### src/rtl/multiword_subtractor.sv
// -----------------------------------------------------------------------------
// multiword_subtractor
//
// Sequential multi-word subtractor. It computes diff = a - b - borrow_in,
// modulo 2^(6*WORDS). Each clock processes one 6-bit slice, starting with the
// least significant slice, and the borrow ripples from one slice to the next.
// Results are registered. diff, borrow_out and zero keep the previous result
// for the whole run and change only when done pulses.
//
// Parameters
//   WORDS       number of 6-bit slices (operand width is 6*WORDS)
//
// Ports
//   clk         rising-edge clock for all state
//   reset       synchronous active-high reset
//   start       request a subtraction (sampled only while idle)
//   a, b        minuend and subtrahend, captured when start is accepted
//   borrow_in   initial borrow, captured when start is accepted
//   busy        high while slices are being processed (WORDS cycles)
//   done        one-cycle pulse marking a new valid result
//   diff        registered result
//   borrow_out  registered final borrow (1 iff a < b + borrow_in, unsigned)
//   zero        registered flag, high when diff is all zeros
// -----------------------------------------------------------------------------
module multiword_subtractor #(
    parameter int WORDS = 4
) (
    input  logic                 clk,
    input  logic                 reset,
    input  logic                 start,
    input  logic [6*WORDS-1:0]   a,
    input  logic [6*WORDS-1:0]   b,
    input  logic                 borrow_in,
    output logic                 busy,
    output logic                 done,
    output logic [6*WORDS-1:0]   diff,
    output logic                 borrow_out,
    output logic                 zero
);

    localparam int W    = 6 * WORDS;
    localparam int IDXW = (WORDS > 1) ? $clog2(WORDS) : 1;

    localparam logic [0:0] IDLE = 1'b0;
    localparam logic [0:0] RUN  = 1'b1;

    localparam logic [IDXW-1:0] LAST_IDX = IDXW'(WORDS - 1);

    logic [0:0]      stateReg;
    logic [IDXW-1:0] indexReg;
    logic            borrowReg;
    logic [W-1:0]    workReg;
    logic [W-1:0]    aReg;
    logic [W-1:0]    bReg;
    logic [W-1:0]    diffReg;
    logic            borrowOutReg;
    logic            zeroReg;
    logic            doneReg;

    logic [5:0]      sliceA;
    logic [5:0]      sliceB;
    logic [5:0]      sliceDiff;
    logic [6:0]      borrowChain;
    logic [W-1:0]    workNext;

    genvar gi;

    // Select the operand slices addressed by the current index.
    always_comb begin
        sliceA = '0;
        sliceB = '0;
        for (int i = 0; i < WORDS; i++) begin
            if (indexReg == IDXW'(i)) begin
                sliceA = aReg[i*6 +: 6];
                sliceB = bReg[i*6 +: 6];
            end
        end
    end

    // 6-bit ripple-borrow subtract. Bit 0 takes the borrow left by the
    // previous slice, or borrow_in for slice 0.
    assign borrowChain[0] = borrowReg;

    generate
        for (gi = 0; gi < 6; gi++) begin : g_bit
            assign sliceDiff[gi]     = sliceA[gi] ^ sliceB[gi] ^ borrowChain[gi];
            assign borrowChain[gi+1] = (~sliceA[gi] & sliceB[gi])
                                     | (~(sliceA[gi] ^ sliceB[gi]) & borrowChain[gi]);
        end
    endgenerate

    // Working register with the freshly computed slice merged in. The final
    // slice is taken from here, so diff is loaded in the same edge.
    generate
        for (gi = 0; gi < WORDS; gi++) begin : g_work
            assign workNext[gi*6 +: 6] = (indexReg == IDXW'(gi)) ? sliceDiff
                                                                : workReg[gi*6 +: 6];
        end
    endgenerate

    always_ff @(posedge clk) begin
        if (reset) begin
            stateReg     <= IDLE;
            indexReg     <= '0;
            borrowReg    <= 1'b0;
            workReg      <= '0;
            aReg         <= '0;
            bReg         <= '0;
            diffReg      <= '0;
            borrowOutReg <= 1'b0;
            zeroReg      <= 1'b1;
            doneReg      <= 1'b0;
        end else begin
            doneReg <= 1'b0;
            case (stateReg)
                IDLE: begin
                    if (start) begin
                        aReg      <= a;
                        bReg      <= b;
                        borrowReg <= borrow_in;
                        indexReg  <= '0;
                        workReg   <= '0;
                        stateReg  <= RUN;
                    end
                end
                RUN: begin
                    workReg   <= workNext;
                    borrowReg <= borrowChain[6];
                    if (indexReg == LAST_IDX) begin
                        diffReg      <= workNext;
                        borrowOutReg <= borrowChain[6];
                        zeroReg      <= (workNext == '0);
                        doneReg      <= 1'b1;
                        indexReg     <= '0;
                        stateReg     <= IDLE;
                    end else begin
                        indexReg <= indexReg + IDXW'(1);
                    end
                end
                default: stateReg <= IDLE;
            endcase
        end
    end

    assign busy       = (stateReg == RUN);
    assign done       = doneReg;
    assign diff       = diffReg;
    assign borrow_out = borrowOutReg;
    assign zero       = zeroReg;

endmodule

### config.mk
export PLATFORM = sky130hd
export DESIGN_NAME = multiword_subtractor
export DESIGN_NICKNAME = d
export VERILOG_FILES = /design/src/rtl/multiword_subtractor.sv
export SDC_FILE = /design/constraint.sdc
export NUM_CORES = 1
export LEC_CHECK = 0
export CORE_ASPECT_RATIO = 1.25
export CORE_MARGIN = 4
export CORE_UTILIZATION = 50
export CTS_CLUSTER_DIAMETER = 100
export DETAILED_ROUTE_END_ITERATION = 16
export GPL_ROUTABILITY_DRIVEN = 0
export PLACE_DENSITY = 0.84
export SYNTH_ARGS = -nofsm -noshare
export SYNTH_HDL_FRONTEND = slang
export SYNTH_SLANG_ARGS = --single-unit
### constraint.sdc
create_clock -name clk -period 6.6 [get_ports clk]
set_clock_uncertainty 0.2 [all_clocks]
set_input_delay 0.99 -clock clk [delete_from_list [all_inputs] [get_ports clk]]
set_output_delay 0.99 -clock clk [all_outputs]
set_load 0.005 [all_outputs]
==> impl_metrics.tcl, run 1 <==
set metrics [dict create \
    vias_per_cell 5.43 \
    wl_per_cell_um 14.5 \
    cts_buffers 9 \
    initial_core_util_pct 50.8 \
    gr-total-overflow 0 \
    leakage_nw 1.91 \
    drc_errors 0 \
    fp.dieH_um 113 \
    final_cells 720 \
    synth_edf_count 0 \
    grt_pass1_vias 3719 \
    io_pins 80 \
    fin_area_um2 5400 \
    clockBufferDepth 2 \
    pwr_density_cell_nw_per_um2 246 \
    drt_iter0_drc 196 \
    synth-main-ff-cell "dfxtp_1" \
    antenna_found_initial 0 \
    cts.sinks 101 \
    die_area_um2 10400 \
    post-place-cells 705 \
    grt_first_pass_wirelength_mm 16.9 \
    ctsHtreeMaxLevel 3 \
    ys_ff_latch 101 \
    grt_util_all_layers_pct 20.3 \
    tightestPinTransition_ps 976 \
    hpwl_mm 7.24 \
    ctsResizeCount 0 \
    final_common_cell "nand2_1" \
    final.setup.tns_ps 0 \
    cp-start-kind "flop" \
    slew_headroom_pct 35.0 \
    core_area_um2 8650 \
    cpMostUsedCell "fa_1" \
    synth-async-reset-ratio_pct 0 \
    vias 3911 \
    final.period_utilization_pct 79.5 \
    worstPathRequired_ps 6720 \
    post_cts_buffers 0 \
    maxCapViolations 0 \
    clkLatencyLatePin_ps 370 \
    final.min_clock_period_ps 5250 \
    cp-end-kind "flop" \
    first_pass_iters 7 \
    ys_warn_count 0 \
    cts-root-buf "clkbuf_8" \
    hp-class "flop to flop" \
    die_w_um 91.9 \
    drive_gt1_share_pct 3.83 \
    row_count 38 \
    syn_area_um2 4400 \
    finalHoldViolCount 0 \
    peakVddDrop_mv 0.118 \
    yosys.cell_types.count 28 \
    finalMaxSlewViolations 0 \
    place_area_um2 5180 \
    final_cell_mix "129 x nand2_1, 101 x dfxtp_1, 86 x a21oi_1" \
    num_antenna_cells 0 \
    slowest_stage "ha_1" \
    fillers 764 \
    worstSetupPathType "flop to flop" \
    crit_fanout 24 \
    grt_max_degree 102 \
    port_buffers 79 \
    synth_nets 612 \
    cts_tree "done" \
    finalSetupViolCount 0 \
    fmax_mhz 190 \
    cts_hold_buf 0 \
    crit_path_cell_trace "inv_1 > ha_1 > a221oi_1 > nor3_1 > a21oi_1 > fa_1 > inv_1 > fa_1 > inv_1 > fa_1 > fa_1 > fa_1 > fa_1 > nor2b_1 > nand3_1 > nor4_1 > a31o_1" \
    seq_area_frac_synth_pct 46.0 \
    syn_inst 550 \
    layout.nets 658 \
    finish.utilization_pct 62.4 \
    syn_area_per_cell_um2 7.99 \
    slowest_delay_ps 810 \
    area_delta_synth_final_pct 22.8 \
    clk_pin_slew_ps 80 \
    run_status "finished, final reports clean" \
    grt_setup_unrepaired "false" \
    ant_nets 0 \
    wirelength_mm 10.4 \
    hold_ws_ps 255 \
    arrival_ps 5370 \
]
==> registers in the layout (all words and copies together), names as in the netlist <==
| name | cells |
|---|---|
| aReg | 24 |
| indexReg | 2 |
| bReg | 24 |
| busy | 1 |
| workReg | 22 |
| zero | 1 |
| borrow_out | 1 |
| done | 1 |
| borrowReg | 1 |
| diff | 24 |
==> metrics by stage <==
| step | worst slack (ps) | power, W |
|---|---|---|
| after floorplan | 1920 | 0.000825 |
| after global placement | 1640 | 0.000904 |
| after detailed placement | 1390 | 0.000914 |
| after CTS | 1370 | 0.00133 |
| after global routing | 1000 | 0.00139 |
| final | 1350 | 0.00133 |
==> worst max-delay path: cells and delay by family, from the launching register on <==
family | cells | cell delay [ps]
fa+ha+maj | 7 | 3160
simple gates | 4 | 790
compound gates | 3 | 460
flops | 1 | 340
buf+inv | 3 | 240
==> report_power, final <==
part | leakage [nW] | internal (W) | total [W] | switching [W]
clock | 0.105 | 0.000221 | 0.000424 | 0.000202
combinational | 0.981 | 0.000102 | 0.000253 | 0.000152
sequential | 0.822 | 0.000633 | 0.000649 | 0.0000156
==> Yosys cell counts (all sizes together) (10+ instances only) <==
master  instances  area [µm²]
buf            17        76.3
nor3           10        50.1
dfxtp         101        2020
a211oi         18         135
nand2         129         484
mux2i          19         190
nor2b          16         100
clkbuf         34         128
a32oi          10        87.6
a21oi          86         430
nor2           46         173
==> area by class of cell <==
type,count,area (µm²),area share (%)
Tap cell,120,150,2.78
Inverter,7,26.3,0.487
Sequential cell,101,2020,37.5
Clock buffer,11,141,2.62
Multi-Input combinational cell,391,2150,39.8
Clock inverter,4,72.6,1.34
Timing Repair Buffer,86,838,15.5
==> path summary, 6_finish.rpt <==
kind,from,end,slack [ps],depth (start not counted)
max,indexReg[0],zero,1350,17
min,diff[13],diff[13],260,2
max reg2reg,indexReg[0],zero,1350,17
min reg2reg,diff[13],diff[13],260,2
==> cells by family (layout without fill, tap and decap cells) <==
logic type	count (synthesis)	after routing	synth area share, %
flip-flops	101	101	46.0
buffers and inverters	58	108	5.24
AND/OR/NAND/NOR	220	220	21.2
AO/OA/AOI/OAI	142	142	19.4
multiplexers	19	19	4.33
adder cells (fa/ha/maj)	10	10	3.87
==> per-layer routing <==
metal,track usage [%],share of wire (%),vias to the layer above
met4,12.7,4.3,0
li1,-,-,1965
met3,3.26,4.7,33
met5,0,0,-
met1,24.7,40,1783
met2,33.5,51,130
(Power assumes the default switching activity.)
==> run 2, diff against run 1 <==
==> constraint.sdc (replaced) <==
create_clock -name clk -period 5.5 [get_ports clk]
set_clock_uncertainty 0.2 [all_clocks]
set_input_delay 0.825 -clock clk [delete_from_list [all_inputs] [get_ports clk]]
set_output_delay 0.825 -clock clk [all_outputs]
set_load 0.005 [all_outputs]
==> run 2 against run 1 <==
  * Count of clock-buffer cells in the layout decreased by 1
  * Via count increased by 1.9%
  * Combinational power grew 20%
  * Clock power grew 7.1%
  * Final area shrank 0.14%
  * Total power grew 16%
  * Sequential cell count unchanged
  * Sequential power increased by 20%
  * Final cell count is 0.42% higher
==> impl_metrics.tcl, run 2 (synthesized netlist as in run 1, its figures left out) <==
set metrics [dict create \
    cp-end-kind "flop" \
    slew_headroom_pct 39.9 \
    final.min_clock_period_ps 5060 \
    min_to "bReg[8]" \
    final.setup.tns_ps 0 \
    crit_fanout 20 \
    fmax_mhz 197 \
    crit_path_cell_trace "inv_1 > ha_1 > nand3b_1 > a21oi_1 > a21oi_1 > o21ai_0 > fa_1 > inv_1 > fa_1 > inv_1 > fa_1 > fa_1 > fa_1 > fa_1 > nor2b_1 > nand3_1 > nor4_1 > a31o_1" \
    hp-class "flop to flop" \
    finalMaxSlewViolations 0 \
    power.share.combinational_pct 19.8 \
    peakVddDrop_mv 0.144 \
    cts_buffers 9 \
    wirelength_mm 10.6 \
    worstSetupPathType "flop to flop" \
    final.period_utilization_pct 92.1 \
    slowest_delay_ps 630 \
    final_common_cell "nand2_1" \
    cts.sinks 101 \
    final_cell_mix "129 x nand2_1, 101 x dfxtp_1, 86 x a21oi_1" \
    run_status "finished, final reports clean" \
    grt_max_degree 53 \
    grt_setup_unrepaired "false" \
    p_int_w 0.00109 \
    grt_pass1_vias 3840 \
    grtUsageMet2_pct 37.8 \
    use_met1_pct 22.2 \
    drive_gt1_share_pct 4.31 \
    pwr_density_cell_nw_per_um2 285 \
    cp-start-kind "flop" \
    power_frac_seq_pct 50.7 \
    ctsHtreeMaxLevel 3 \
    holdCritStartpoint "bReg[8]" \
    io_pins 80 \
    cts-root-buf "clkbuf_8" \
    post_cts_buffers 0 \
    clk_pin_slew_ps 90 \
    wl_per_cell_um 14.6 \
    p_sw_share_pct 28.9 \
    drt_iter0_drc 277 \
    maxCapViolations 0 \
    initial_core_util_pct 50.8 \
    row_count 38 \
    fp.dieH_um 113 \
    clkLatencyLatePin_ps 370 \
    r2r_slack_ps 440 \
    vias_per_cell 5.51 \
    finalSetupViolCount 0 \
    reg2reg_from "indexReg[1]" \
    antenna_found_initial 0 \
    arrival_ps 5180 \
    first_pass_iters 7 \
    grt_first_pass_wirelength_mm 17.3 \
    reg2reg_depth 18 \
    clockBufferDepth 2 \
    ctsResizeCount 0 \
    vias 3985 \
    layout.nets 660 \
    die_w_um 91.9 \
    core_area_um2 8650 \
    grt_util_all_layers_pct 20.5 \
    num_antenna_cells 0 \
    grt_util_met3_pct 3.92 \
    tightestPinTransition_ps 902 \
    die_area_um2 10400 \
    cts_tree "done" \
    finish.utilization_pct 62.3 \
    worstPathRequired_ps 5620 \
    finalHoldViolCount 0 \
    hpwl_mm 7.63 \
    hold_depth 2 \
    power_w 0.00154 \
    cpMostUsedCell "fa_1" \
    drc_errors 0 \
    ant_nets 0 \
    area_delta_synth_final_pct 22.6 \
    grt-busiest-layer "met2" \
    p_sw_w 0.000444 \
    gr-total-overflow 0 \
    clockPowerShare_pct 29.6 \
    slowest_stage "fa_1" \
    cts_hold_buf 0 \
    port_buffers 79 \
    r2r-end "zero" \
    leakage_nw 1.91 \
]
run 2: cell count changes in the layout (fill, tap and decap cells not counted), sizes merged:
| cell | change |
|---|---|
| clkinvlp | +1 |
| clkbuf | -1 |
| bufinv | -1 |
| clkinv | +2 |
| buf | +2 |
run 2: cell type report:
cell class | count | area, µm²
repair buffers | 88 | 853
inverters | 7 | 26.3
flip-flops and latches | 101 | 2020
multi-input cells | 391 | 2150
well taps | 120 | 150
clock buffers | 10 | 128
fillers | 767 | 3260
clock inverters | 6 | 63.8
run 2: worst max-delay path by stage:
| stage | startpoint | end | slack (ps) | depth (start not counted) |
|---|---|---|---|---|
| 2_1_floorplan | indexReg[0] | zero | 820 | 20 |
| 3_3_place_gp | indexReg[1] | zero | 720 | 18 |
| 3_5_place_dp | indexReg[1] | zero | 510 | 18 |
| 4_1_cts | indexReg[1] | zero | 510 | 18 |
| 5_1_grt | indexReg[1] | zero | 230 | 18 |
| 6_report | indexReg[1] | zero | 440 | 18 |
run 2: power groups by stage:
stage	registers [W]	logic, W	clock network [W]
2_1_floorplan	0.000788	0.000201	0
3_3_place_gp	0.000794	0.000288	0
3_5_place_dp	0.000795	0.000300	0
4_1_cts	0.000778	0.000299	0.000462
5_1_grt	0.000782	0.000333	0.000496
6_report	0.000779	0.000304	0.000454
run 2: critical path: cells and delay by family, from the launching register on:
kind	cells	cell delay, ps
AOI/OAI and AO/OA	4	530
adders and majority gates	7	2970
buffers and inverters	3	220
DFF	1	340
and+or+nand+nor	4	760
run 2: per-layer routing:
metal	wire length (µm)	share of wire, %
met4	328	3.1
met1	4060	38
met5	0	0
met2	5570	53
met3	598	5.7
run 2: metrics by stage:
step                      hold slack (ps)  worst slack [ps]  std cells  cell area, µm²
after global placement                239               715        707            5200
after detailed placement              247               509        707            5200
after global routing                  281               226        723            5390
after floorplan                       232               816        550            4400
final                                 262               435        723            5390
after CTS                             260               505        723            5390
==> run 3, diff against run 2 <==
--- a/config.mk
+++ b/config.mk
@@ -7,11 +7,12 @@
 export LEC_CHECK = 0
 export CORE_ASPECT_RATIO = 1.25
 export CORE_MARGIN = 4
-export CORE_UTILIZATION = 50
+export CORE_UTILIZATION = 25
 export CTS_CLUSTER_DIAMETER = 100
+export CTS_CLUSTER_SIZE = 28
 export DETAILED_ROUTE_END_ITERATION = 16
 export GPL_ROUTABILITY_DRIVEN = 0
-export PLACE_DENSITY = 0.84
+export PLACE_DENSITY = 0.51
 export SYNTH_ARGS = -nofsm -noshare
 export SYNTH_HDL_FRONTEND = slang
 export SYNTH_SLANG_ARGS = --single-unit
==> run 3 against run 2 <==
  * Wire length is 15% higher
  * Register-to-register slack improved by 220 ps
  * Final cell count up 14%
  * Critical endpoint unchanged
  * Global-route usage decreased by 8.1 points
==> impl_metrics.tcl, run 3 (synthesized netlist as in run 1, its figures left out) <==
set metrics [dict create \
    run_status "finished, final reports clean" \
    fp.dieH_um 156 \
    r2r_slack_ps 660 \
    slowest_delay_ps 630 \
    place_area_um2 5320 \
    pwr_density_cell_nw_per_um2 309 \
    peakVddDrop_mv 0.150 \
    die_area_um2 19800 \
    grt_util_all_layers_pct 12.4 \
    grt_pass1_vias 3888 \
    reg2reg_depth 18 \
    wirelength_mm 12.1 \
    cpMostUsedCell "fa_1" \
    layout.nets 658 \
    fin_area_um2 5620 \
    grt_first_pass_wirelength_mm 19.8 \
    p_sw_share_pct 27.4 \
    hold_depth 2 \
    cts-root-buf "clkbuf_16" \
    ctsResizeCount 0 \
    finalHoldViolCount 0 \
    crit_fanout 15 \
    drc_errors 0 \
    worstSetupPathType "flop to flop" \
    num_antenna_cells 0 \
    min_to "workReg[22]" \
    finalSetupViolCount 0 \
    final_common_cell "nand2_1" \
    r2r-end "zero" \
    wl_per_cell_um 14.7 \
    cp-end-kind "flop" \
    grt_setup_unrepaired "false" \
    clkLatencyLatePin_ps 350 \
    power_frac_seq_pct 44.9 \
    hpwl_mm 8.73 \
    final_cell_mix "129 x nand2_1, 101 x dfxtp_1, 86 x a21oi_1" \
    fmax_mhz 207 \
    area_delta_synth_final_pct 27.8 \
    p_sw_w 0.000476 \
    p_int_w 0.00126 \
    final.setup.tns_ps 0 \
    clockPowerShare_pct 37.4 \
    clk_pin_slew_ps 70 \
    cp-start-kind "flop" \
    power.share.combinational_pct 17.7 \
    antenna_found_initial 0 \
    row_count 53 \
    ant_nets 0 \
    slew_headroom_pct 34.8 \
    die_w_um 127 \
    post_cts_buffers 0 \
    gr-total-overflow 0 \
    ctsHtreeMaxLevel 3 \
    vias_per_cell 4.70 \
    maxCapViolations 0 \
    port_buffers 79 \
    worstPathRequired_ps 5600 \
    leakage_nw 1.96 \
    final.min_clock_period_ps 4840 \
    crit_path_cell_trace "inv_1 > ha_1 > nand3b_1 > a21oi_1 > a21oi_1 > o21ai_0 > fa_1 > inv_1 > fa_1 > inv_1 > fa_1 > fa_1 > fa_1 > fa_1 > nor2_1 > a21oi_1 > nor4_1 > a31o_1" \
    arrival_ps 4940 \
    cts_buffers 9 \
    io_pins 80 \
    grt_max_degree 54 \
    first_pass_iters 4 \
    vias 3859 \
    clockBufferDepth 2 \
    slowest_stage "fa_1" \
    cts_tree "done" \
    finalMaxSlewViolations 0 \
    cts_hold_buf 0 \
    final.period_utilization_pct 88.0 \
    initial_core_util_pct 25.8 \
    holdCritStartpoint "workReg[22]" \
    drt_iter0_drc 276 \
    hp-class "flop to flop" \
    core_area_um2 17000 \
    drive_gt1_share_pct 3.99 \
    reg2reg_from "indexReg[1]" \
    tightestPinTransition_ps 976 \
    cts.sinks 101 \
]
run 3: through the flow:
| stage | std cells | total power [W] | worst slack, ps | utilization, % | hold slack (ps) |
|---|---|---|---|---|---|
| after floorplan | 550 | 0.000989 | 816 | - | 232 |
| after global placement | 805 | 0.00110 | 802 | 31.2 | 239 |
| after detailed placement | 805 | 0.00111 | 669 | 31.2 | 247 |
| after CTS | 821 | 0.00176 | 665 | 33.0 | 256 |
| after global routing | 821 | 0.00182 | 247 | 33.0 | 279 |
| final | 821 | 0.00174 | 659 | 33.0 | 256 |
run 3: power groups by stage:
stage	clock, W	sequential [W]	combinational [W]
floorplan	0	0.000788	0.000201
global placement	0	0.000797	0.000305
detailed placement	0	0.000797	0.000311
CTS	0.000665	0.000780	0.000311
global route	0.000695	0.000783	0.000343
finish	0.000650	0.000780	0.000308
run 3: layout make-up:
class | instances | area (µm²)
sequential | 101 | 2020
tap | 220 | 275
fill | 1792 | 11400
multi-input combinational | 391 | 2150
timing repair buffer | 86 | 838
inverter | 7 | 26.3
clock buffer | 13 | 260
clock inverter | 3 | 43.8
run 3: worst max-delay path: cells and delay by family (launching register included):
kind / cells / cell delay, ps
adder cells (fa/ha/maj): 7 / 2840
AND/OR/NAND/NOR: 3 / 610
AO/OA/AOI/OAI: 5 / 590
flip-flops: 1 / 330
buffers and inverters: 3 / 230
run 3: metal layers:
layer	vias up	share of wire, %	global-route usage, %
li1	1963	-	-
met1	1782	45	14.8
met2	94	48	21.2
met3	20	4.2	2.77
met4	0	2.4	5.67
met5	-	0	0
run 3: worst max path at each step:
stage	endpoint	cells after the start	from
final	zero	18	indexReg[1]
after global routing	zero	18	indexReg[1]
after CTS	zero	18	indexReg[1]
after detailed placement	zero	18	indexReg[1]
after global placement	zero	18	indexReg[1]
after floorplan	zero	20	indexReg[0]
